### config.mk
export PLATFORM = sky130hd
export DESIGN_NAME = seqplu_mon_flat
export DESIGN_NICKNAME = d
export VERILOG_FILES = /design/src/rtl/seqplu_mon_if.sv /design/src/rtl/seqplu_mon.sv /design/src/flat_wrapper.sv
export SDC_FILE = /design/constraint.sdc
export NUM_CORES = 1
export LEC_CHECK = 0
export CAP_MARGIN = 20
export CORE_MARGIN = 10
export CORE_UTILIZATION = 45
export DETAILED_ROUTE_END_ITERATION = 10
export GPL_TIMING_DRIVEN = 1
export PLACE_DENSITY = 0.73
export SLEW_MARGIN = 20
export SYNTH_ARGS = -nofsm -noshare
export SYNTH_HDL_FRONTEND = slang
export SYNTH_SLANG_ARGS = --single-unit
### constraint.sdc
create_clock -name clk -period 4.4 [get_ports clk]
set_clock_uncertainty 0.05 [all_clocks]
set_input_delay 0.88 -clock clk [delete_from_list [all_inputs] [get_ports clk]]
set_output_delay 0.88 -clock clk [all_outputs]
set_load 0.01 [all_outputs]
### src/rtl/seqplu_mon_if.sv
// Pulse-bus monitor interface: the generator's one-hot bus q plus the
// monitor's status outputs.
//   q        generator -> monitor   one-hot pulse bus
//   locked   monitor -> consumer    rotation is being tracked
//   phase    monitor -> consumer    index of the hot bit in the last one-hot q
//   err      monitor -> consumer    one-cycle pulse on lock loss
//   err_cnt  monitor -> consumer    saturating count of lock losses
interface seqplu_mon_if #(
    parameter int unsigned WIDTH = 4,
    parameter int unsigned ERRW  = 8
);
    localparam int unsigned PW = (WIDTH > 1) ? $clog2(WIDTH) : 1;

    logic [WIDTH-1:0] q;
    logic             locked;
    logic [PW-1:0]    phase;
    logic             err;
    logic [ERRW-1:0]  err_cnt;

    // Generator / stimulus side
    modport master (
        output q,
        input  locked, phase, err, err_cnt
    );

    // Monitor side
    modport slave (
        input  q,
        output locked, phase, err, err_cnt
    );
endinterface

### src/rtl/seqplu_mon.sv
// Receive-side monitor for a one-hot rotating pulse bus.
// Samples bus.q every rising clk edge, checks that it rotates left by one bit
// per cycle and reports lock status, current phase, a lock-loss pulse and a
// saturating lock-loss counter. All outputs are registered (1-cycle latency).
//   clk   system clock, rising edge
//   rst   asynchronous active-low reset
//   bus   seqplu_mon_if.slave: q in; locked, phase, err, err_cnt out
module seqplu_mon #(
    parameter int unsigned WIDTH    = 4,
    parameter int unsigned LOCK_CNT = 4,
    parameter int unsigned ERRW     = 8
) (
    input  logic         clk,
    input  logic         rst,
    seqplu_mon_if.slave  bus
);
    localparam int unsigned PW = (WIDTH > 1) ? $clog2(WIDTH) : 1;
    localparam int unsigned CW = (LOCK_CNT > 1) ? $clog2(LOCK_CNT) : 1;

    typedef enum logic [1:0] {
        HUNT  = 2'd0,
        TRACK = 2'd1,
        LOCK  = 2'd2
    } state_t;

    state_t           state, state_d;
    logic [WIDTH-1:0] prev_q;
    logic [CW-1:0]    good_cnt, good_cnt_d;
    logic             locked, locked_d;
    logic [PW-1:0]    phase, phase_d;
    logic             err, err_d;
    logic [ERRW-1:0]  err_cnt, err_cnt_d;

    logic             q_oh;
    logic             step;
    logic [PW-1:0]    q_idx;

    // Sample classification: one-hot check, valid rotate-left step, hot index
    always_comb begin
        q_oh  = $onehot(bus.q);
        step  = q_oh && $onehot(prev_q) &&
                (bus.q == {prev_q[WIDTH-2:0], prev_q[WIDTH-1]});
        q_idx = '0;
        for (int unsigned i = 0; i < WIDTH; i++) begin
            if (bus.q[i]) begin
                q_idx = PW'(i);
            end
        end
    end

    // Next-state and next-output logic
    always_comb begin
        state_d    = state;
        good_cnt_d = good_cnt;
        err_d      = 1'b0;
        err_cnt_d  = err_cnt;
        phase_d    = q_oh ? q_idx : phase;

        case (state)
            HUNT: begin
                if (q_oh) begin
                    state_d    = TRACK;
                    good_cnt_d = '0;
                end
            end
            TRACK: begin
                if (step) begin
                    if (good_cnt == CW'(LOCK_CNT - 1)) begin
                        state_d    = LOCK;
                        good_cnt_d = '0;
                    end else begin
                        good_cnt_d = good_cnt + CW'(1);
                    end
                end else if (q_oh) begin
                    // Re-seed on a fresh one-hot value
                    good_cnt_d = '0;
                end else begin
                    state_d = HUNT;
                end
            end
            LOCK: begin
                // Any bad step, even onto a new one-hot value, drops to HUNT
                if (!step) begin
                    state_d = HUNT;
                    err_d   = 1'b1;
                    if (err_cnt != '1) begin
                        err_cnt_d = err_cnt + ERRW'(1);
                    end
                end
            end
            default: begin
                state_d    = HUNT;
                good_cnt_d = '0;
            end
        endcase

        locked_d = (state_d == LOCK);
    end

    // State and output registers
    always_ff @(posedge clk or negedge rst) begin
        if (!rst) begin
            state    <= HUNT;
            prev_q   <= '0;
            good_cnt <= '0;
            locked   <= 1'b0;
            phase    <= '0;
            err      <= 1'b0;
            err_cnt  <= '0;
        end else begin
            state    <= state_d;
            prev_q   <= bus.q;
            good_cnt <= good_cnt_d;
            locked   <= locked_d;
            phase    <= phase_d;
            err      <= err_d;
            err_cnt  <= err_cnt_d;
        end
    end

    assign bus.locked  = locked;
    assign bus.phase   = phase;
    assign bus.err     = err;
    assign bus.err_cnt = err_cnt;
endmodule

### src/flat_wrapper.sv
// flat-port wrapper written by rule: the top's interface ports become plain ports
module seqplu_mon_flat 
#(
    parameter int unsigned WIDTH    = 4,
    parameter int unsigned LOCK_CNT = 4,
    parameter int unsigned ERRW     = 8
)
  (clk, rst, bus_q, bus_locked, bus_phase, bus_err, bus_err_cnt);
  seqplu_mon_if #(.WIDTH(WIDTH), .ERRW(ERRW)) bus_i ();
  input  logic clk;
  input  logic rst;
  input wire logic [$bits(bus_i.q)-1:0] bus_q;
  output wire logic [$bits(bus_i.locked)-1:0] bus_locked;
  output wire logic [$bits(bus_i.phase)-1:0] bus_phase;
  output wire logic [$bits(bus_i.err)-1:0] bus_err;
  output wire logic [$bits(bus_i.err_cnt)-1:0] bus_err_cnt;
  assign bus_i.q = bus_q;
  assign bus_locked = bus_i.locked;
  assign bus_phase = bus_i.phase;
  assign bus_err = bus_i.err;
  assign bus_err_cnt = bus_i.err_cnt;
  seqplu_mon #(.WIDTH(WIDTH), .LOCK_CNT(LOCK_CNT), .ERRW(ERRW)) u_core (.clk(clk), .rst(rst), .bus(bus_i));
endmodule
==> flow_summary.ini <==
[die]
start_util_pct = 47.9
die_height_um = 68.8
rows = 17
pin_count = 18
die_w_um = 68.8
core_area_um2 = 2230
dieArea_um2 = 4730

[clock_tree]
cts_resized = 0
cts_made_buffers = 3
clock_latency_ps = 300
postCtsSetupRepairBufs = 0
htree_levels = 1
holdBufCountCts = 0
cts_tree = built
cts_sinks = 20
root_buffer = clkbuf_4
clockBufferDepth = 2
cts.clk_slew.worst_paths_ps = 120

[yosys]
yosys_warnings = 0
yosysSeqAreaShare_pct = 46.8
synthTopCellsByArea = dfrtp_1 (47%), ha_1 (11%), xor2_1 (9.0%)
async_flop_share_pct = 100
synth_nets = 110
synth_top_cell_area_share_pct = 46.8
synth_common_cells = dfrtp_1 (20), xor2_1 (11), ha_1 (9)
synth_most_common_cell = dfrtp_1
ys_seq_elements = 20
ys_types = 29
synth_area_um2 = 1070
ys.flop_type = dfrtp_1
netlist_instances = 93
synth.largest_area_cell = dfrtp_1
synth_edf_count = 0
syn_avg_cell_area_um2 = 11.5

[global_routing]
grt_pass1_vias = 827
grt_start_max_net_pins = 21
antenna_found_initial = 0
grt-ovfl-total = 0
grt_pass1_wl_mm = 3.93
groute.usage.overall_pct = 10.8

[place]
hpwlAfterDp_mm = 1.73
portBuffers = 17
placed_area_um2 = 1300
place.gp.congestion = 0.818

[timing]
slew_headroom_pct = 41.1
layout_min_cycle_time_ps = 3960
fin_crit_sh_pct = 90.0
rsz0062_at_grt = false
fmax_ghz = 0.253
hold_viol = 0
maxSlewViolCount = 0
tightest_slew_ps = 881
setup_violations = 0
fin_setup_tns_ps = 0

[route]
totalWireLength_mm = 2.21
via_per_inst = 5.33
via_count = 768
drc = 0
wire_per_inst_um = 15.4
drtIter0Drc = 30
antenna_left = 0
firstDrtPassIters = 4

[power]
switching_share_pct = 24.2
power_leakage_uw = 0.000575
comb_power_share_pct = 17.7
p_switching_uw = 105
cell_internal_pwr_uw = 328
pwr-share-clk_pct = 34.9
vdd_drop_max_mv = 0.229
pwr_density_cell_nw_per_um2 = 321
pwr-share-seq_pct = 47.4

[run]
drv_cap = 0

[worst_setup_path]
cp.arrival_ps = 4090
end_kind = register
cp_max_fo = 6
required_ps = 4530
start_kind = input pin
path_class = in -> reg

[cells_and_area]
drive_gt1_share_pct = 11.2
syn2layout_area_growth_pct = 26.1
fin_area_um2 = 1350
fillers = 197
nets = 134
multi_input_area_um2 = 553
insertedDiodeCount = 0
final-seq-area_um2 = 500

[run_status]
status = complete, no violations

[hold_path]
hold_path_class = reg -> reg
==> critical path, stage by stage <==
cell and delay [ps]:
clkdlybuf4s50_1 530, inv_1 90, ha_1 300, ha_1 190
fa_1 460, or3b_1 410, or4b_4 560, nor3_4 230
buf_4 200, nor4_1 60, xor2_1 170
==> metrics by stage <==
stage	utilization, %	total power (uW)	worst slack (ps)	hold WS, ps	std cells
2_1_floorplan	-	245	678	432	93
3_5_place_dp	58.0	286	148	428	140
5_1_grt	60.4	453	339	494	144
4_1_cts	60.4	435	466	454	144
3_3_place_gp	58.0	284	241	419	140
6_report	60.4	434	441	455	144
==> sequential cells by signal (all words and copies together), names as in the netlist <==
name,count
u_core.bus.locked,1
u_core.state,2
u_core.prev_q,4
u_core.bus.phase,2
u_core.bus.err,1
u_core.bus.err_cnt,8
u_core.good_cnt,2
==> metal layers <==
| layer | routed length (um) | vias up | track usage, % |
|---|---|---|---|
| met1 | 1000 | 366 | 13.9 |
| met3 | 123 | 4 | 2.58 |
| met2 | 1050 | 20 | 16.6 |
| met5 | 0 | - | 0 |
| li1 | - | 378 | - |
| met4 | 42 | 0 | 5.42 |
==> kinds of logic (layout without fill, tap and decap cells) <==
family | after synthesis | in the layout | synth area share (%)
simple gates | 36 | 36 | 20.7
xor+xnor | 11 | 11 | 9.01
flops | 20 | 20 | 46.8
mux | 1 | 1 | 1.40
buf+inv | 4 | 27 | 1.52
compound gates | 10 | 10 | 6.32
fa+ha+maj | 11 | 11 | 14.3
==> worst paths after layout <==
check / cells past startpoint / slack (ps) / startpoint / end
worst min-delay path: 2 / 460 / u_core.bus.phase[1] / u_core.bus.phase[1]
worst max-delay path: 11 / 440 / bus_q[2] / u_core.bus.err_cnt[6]
worst max register to register: 9 / 1400 / u_core.prev_q[0] / u_core.bus.err_cnt[6]
max in group asynchronous: 1 / 2750 / rst / u_core.prev_q[1]
worst min register to register: 2 / 460 / u_core.bus.phase[1] / u_core.bus.phase[1]
min in group asynchronous: 1 / 1010 / rst / u_core.good_cnt[0]
==> cells in the final DEF, fill, tap and decap left out, types with 2 or more instances in the layout <==
cell,synthesis,final
dfrtp_1,20,20
clkdlybuf4s50_1,0,17
xor2_1,11,11
ha_1,9,9
nand2_1,7,7
nand3_1,5,5
a21oi_1,5,5
nor3b_1,4,4
nor2_1,4,4
buf_4,0,4
nor3_1,3,3
clkbuf_4,0,3
inv_1,2,2
nand4_1,2,2
o21ai_0,2,2
nor4_1,2,2
fa_1,2,2
==> final cells by class <==
| type | instances | area share (%) |
|---|---|---|
| Multi-Input combinational cell | 69 | 41.0 |
| Sequential cell | 20 | 37.1 |
| Timing Repair Buffer | 21 | 14.8 |
| Tap cell | 28 | 2.60 |
| Clock inverter | 1 | 2.23 |
| Clock buffer | 3 | 1.67 |
| Inverter | 2 | 0.557 |
==> power by group through the flow <==
stage / Clock [uW] / Sequential [uW] / Combinational, uW
after floorplan: 0 / 212 / 32.7
after global placement: 0 / 208 / 75.2
after detailed placement: 0 / 209 / 76.7
after CTS: 153 / 205 / 77.2
after global routing: 160 / 208 / 85.9
final: 151 / 206 / 76.8
No activity file was read; power rests on OpenSTA's default activity.
